**src/rtl/prio_encoder_arb.sv**
```systemverilog
// N-input priority encoder / arbiter with a registered winner, valid/ack handshake,
// and a selectable fixed-priority or round-robin mode.
module prio_encoder_arb #(
    parameter  int N  = 8,
    localparam int IW = $clog2(N)
) (
    input  logic          clk,
    input  logic          rst_n,
    input  logic          en,
    input  logic          mode,
    input  logic [N-1:0]  req,
    input  logic          ack,
    output logic          valid,
    output logic [IW-1:0] idx,
    output logic [N-1:0]  grant,
    output logic          multi
);

    logic          valid_q, valid_d;
    logic [IW-1:0] idx_q, idx_d;
    logic [N-1:0]  grant_q, grant_d;
    logic          multi_q, multi_d;
    logic [IW-1:0] ptr_q, ptr_d;

    logic          free;
    logic [IW-1:0] ptr_eff;
    logic [IW-1:0] fix_idx;
    logic [IW-1:0] rr_idx;
    logic          rr_found;
    logic [IW-1:0] win;
    logic          multi_c;
    logic [N-1:0]  one;
    int            j;

    always_comb begin
        free = !valid_q | ack;

        // A winner accepted on this edge moves the pointer before the new scan,
        // so back-to-back round-robin captures rotate without repeating.
        ptr_eff = ptr_q;
        if (valid_q && ack)
            ptr_eff = (idx_q == IW'(N - 1)) ? '0 : idx_q + 1'b1;

        fix_idx = '0;
        for (int i = 0; i < N; i++)
            if (req[i]) fix_idx = IW'(i);

        rr_idx   = '0;
        rr_found = 1'b0;
        j        = 0;
        for (int k = 0; k < N; k++) begin
            j = int'(ptr_eff) + k;
            if (j >= N) j = j - N;
            if (!rr_found && req[j]) begin
                rr_idx   = IW'(j);
                rr_found = 1'b1;
            end
        end

        win     = mode ? rr_idx : fix_idx;
        multi_c = |(req & (req - 1'b1));
        one     = {{(N-1){1'b0}}, 1'b1};

        valid_d = valid_q;
        idx_d   = idx_q;
        grant_d = grant_q;
        multi_d = multi_q;
        ptr_d   = ptr_q;

        if (free) begin
            ptr_d   = ptr_eff;
            valid_d = 1'b0;
            grant_d = '0;
            multi_d = 1'b0;
            if (en && |req) begin
                valid_d = 1'b1;
                idx_d   = win;
                grant_d = one << win;
                multi_d = multi_c;
            end
        end
    end

    always_ff @(posedge clk) begin
        if (!rst_n) begin
            valid_q <= 1'b0;
            idx_q   <= '0;
            grant_q <= '0;
            multi_q <= 1'b0;
            ptr_q   <= '0;
        end else begin
            valid_q <= valid_d;
            idx_q   <= idx_d;
            grant_q <= grant_d;
            multi_q <= multi_d;
            ptr_q   <= ptr_d;
        end
    end

    assign valid = valid_q;
    assign idx   = idx_q;
    assign grant = grant_q;
    assign multi = multi_q;

endmodule

```
**config.mk**
```make
export PLATFORM = sky130hd
export DESIGN_NAME = prio_encoder_arb
export DESIGN_NICKNAME = d
export VERILOG_FILES = /design/src/rtl/prio_encoder_arb.sv
export SDC_FILE = /design/constraint.sdc
export NUM_CORES = 1
export LEC_CHECK = 0
export BUFFER_PORTS_ARGS = -buffer_cell sky130_fd_sc_hd__buf_2
export CAP_MARGIN = 20
export CORE_UTILIZATION = 55
export CTS_CLUSTER_DIAMETER = 60
export DETAILED_ROUTE_END_ITERATION = 16
export PLACE_DENSITY_LB_ADDON = 0.1
export SYNTH_ARGS = -nofsm -noshare
export SYNTH_HDL_FRONTEND = slang
export SYNTH_SLANG_ARGS = --single-unit
```
**constraint.sdc**
```tcl
create_clock -name clk -period 4.06 [get_ports clk]
set_input_delay 0 -clock clk [delete_from_list [all_inputs] [get_ports clk]]
set_output_delay 0 -clock clk [all_outputs]
set_load 0.005 [all_outputs]
```
==> impl_metrics.py <==
metrics = {
    "critical_path": {
        "criticalPathCategory": "flip-flop to flip-flop",
        "cp_data_required_time_ns": 4.24,
        "worst-r2r-cell-count": 13,
        "cp-end-kind": "flip-flop",
        "r2r_end": "grant[7]",
        "critPathArrivalTime_ns": 4.03,
        "reg2reg_slack_ns": 0.20,
        "start_kind": "flip-flop",
        "path_max_fanout": 7,
        "r2r-start": "idx[0]",
    },
    "pwr": {
        "p_sw_mw": 0.245,
        "p_per_area_nw_per_um2": 269,
        "vdd_drop_max_mv": 0.219,
        "seq_power_share": 0.297,
        "p_int_mw": 0.339,
        "power_frac_comb": 0.567,
        "swShare": 0.419,
        "leakage_nw": 0.896,
        "finalPower_mw": 0.584,
        "pwr-share-clk": 0.136,
    },
    "layout": {
        "drive_above_1_share": 0.261,
        "areaGrowthSynthToFinish_pct": 12.2,
        "final.fill_count": 326,
        "nets": 280,
        "antenna_cells": 0,
        "fin_util": 0.645,
        "final_cells": 307,
        "final_cell_mix": "buf_2, a21oi_1, nand2_1, nor2_1, dfxtp_1",
        "layout_commonest_cell": "buf_2",
    },
    "floorplan": {
        "ioPinCount": 26,
        "die_w_um": 61.3,
        "num_rows": 21,
        "die_area_um2": 3760,
        "die_h_um": 61.3,
        "core-area_um2": 3360,
        "initial_utilization": 0.575,
    },
    "hold_path": {
        "hp-start": "en",
        "hold_depth": 3,
        "min_to": "valid",
        "hp-class": "primary input to flip-flop",
    },
    "synth": {
        "synth_warnings": 0,
        "async_flop_share": 0,
        "synth-main-ff-cell": "dfxtp_1",
        "synthesis.area_um2": 1930,
        "avgSynthCellArea_um2": 8.16,
        "synth_nets": 254,
        "synth_seq_area_share": 0.166,
        "netlist-cell-type-count": 67,
        "synth_cells": 237,
        "synth-seq-cells": 16,
        "synth-edff-count": 0,
    },
    "job": {
        "cap_violations": 0,
    },
    "route": {
        "ant_nets": 0,
        "via_per_inst": 7.02,
        "wl_per_cell_um": 18.9,
        "wirelength_um": 5800,
        "first_pass_iters": 7,
        "vias": 2154,
        "drtIter0Drc": 241,
        "drc": 0,
    },
    "placed_design": {
        "gp_congestion": 1.00,
        "place_inst": 303,
        "io_buffers": 25,
        "dp.final_hpwl_um": 4400,
    },
    "global_route": {
        "grt_max_degree": 15,
        "grt_pass1_wl_um": 9270,
        "grt_pass1_vias": 1954,
        "grt_usage": 0.337,
        "antenna_found_initial": 0,
        "grt-ovfl-total": 0,
    },
    "sta": {
        "worst_hold_slack_ns": 0.131,
        "rsz0062_at_grt": "false",
        "tns_ns": 0,
        "relSlewSlack": 0.618,
        "fmax_mhz": 259,
        "hold_viol": 0,
        "period_share": 0.950,
        "min_period_ns": 3.86,
        "setup_violations": 0,
        "tightest_slew_ns": 0.573,
        "fin_skew_ns": 0.00280,
        "slew_viol_final": 0,
    },
    "clock_tree": {
        "clkSinkCount": 16,
        "clkTransAtPathRegs_ns": 0.08,
        "cts_setup_buffers": 0,
        "cts_tree": "built",
        "htreeDepth": 1,
        "worstSkewPairLatency_ns": 0.28,
        "cts_buffers": 3,
        "clock_path_buffers": 2,
        "root_buffer": "clkbuf_4",
    },
    "outcome": {
        "outcome": "completed",
    },
}
layer usage:
layer	global-route usage	vias up	share of wire
met1	0.452	1021	0.43
met5	0	-	0
met3	0.0546	21	0.090
met4	0.146	0	0.031
met2	0.536	135	0.45
li1	-	977	-
logic make-up (layout without fill, tap and decap cells):
group,count (synthesis),count (layout),share of synthesized area
fa+ha+maj,5,5,0.0310
simple gates,84,84,0.230
buf+inv,25,49,0.0589
xor+xnor,2,2,0.00906
mux,21,21,0.179
compound gates,84,84,0.327
flops,16,16,0.166
registers in the layout (all words and copies together), names as in the netlist:
| name | flops |
|---|---|
| ptr_q | 3 |
| multi | 1 |
| valid | 1 |
| grant | 8 |
| idx | 3 |
worst max-delay path by stage:
stage | to | startpoint | cells past startpoint | slack (ns)
3_3_place_gp | idx[2] | idx[0] | 13 | 0.33
6_report | grant[7] | idx[0] | 13 | 0.20
2_1_floorplan | grant[5] | idx[0] | 16 | 0.30
5_1_grt | grant[3] | idx[0] | 13 | 0.007
4_1_cts | grant[3] | idx[0] | 13 | 0.19
3_5_place_dp | grant[3] | idx[0] | 13 | 0.22
synthesized netlist by cell type (4+ instances only):
cell	number	area, um^2
clkbuf_1	8	30.0
inv_1	8	30.0
mux2i_1	5	50.1
nand2_1	16	60.1
o211ai_1	6	45.0
nand3_1	12	60.1
a21oi_1	17	85.1
nor3_1	7	35.0
dfxtp_1	16	320
o31ai_1	4	30.0
a32o_1	5	50.1
mux4_2	10	225
ha_1	4	50.1
nor4_1	4	25.0
mux2_2	5	56.3
nor2b_1	4	25.0
and2_1	6	37.5
o21ai_0	13	65.1
nor2_1	17	63.8
buf_2	4	20.0
critical path: stages, from the launching register on:
cell	delay, ns
dfxtp_1	0.34
ha_1	0.21
ha_1	0.20
and4b_1	0.30
nor2_2	0.10
ha_1	0.21
or3_1	0.41
and2_1	0.27
mux4_2	0.31
nand2_1	0.11
nor3_2	0.41
a222oi_1	0.22
a2111o_1	0.40
a32o_1	0.27
power groups by stage:
| stage | registers [mW] | clock network (mW) | logic [mW] |
|---|---|---|---|
| finish | 0.173 | 0.0793 | 0.331 |
| global route | 0.175 | 0.0869 | 0.358 |
| global placement | 0.176 | 0 | 0.313 |
| floorplan | 0.176 | 0 | 0.236 |
| detailed placement | 0.177 | 0 | 0.315 |
| CTS | 0.173 | 0.0816 | 0.317 |
area by class of cell:
class | count | area (um^2) | share of cell area
well taps | 46 | 57.6 | 0.0265
repair buffers | 36 | 210 | 0.0968
multi-input cells | 196 | 1520 | 0.701
inverters | 10 | 37.5 | 0.0173
clock buffers | 3 | 22.5 | 0.0104
flip-flops and latches | 16 | 320 | 0.148
metrics by stage:
step                      cell area (um^2)  setup slack (ns)
after floorplan                       1930             0.295
after global placement                2120             0.332
after detailed placement              2120             0.220
after CTS                             2150             0.192
after global routing                  2170           0.00745
final                                 2170             0.205
repair_timing:
item	in CTS	in global routing
hold buffers	1	0
setup endpoints to repair	0	8
resized for setup	0	3
endpoints found under the hold margin	1	0
No activity file was read; power rests on OpenSTA's default activity.
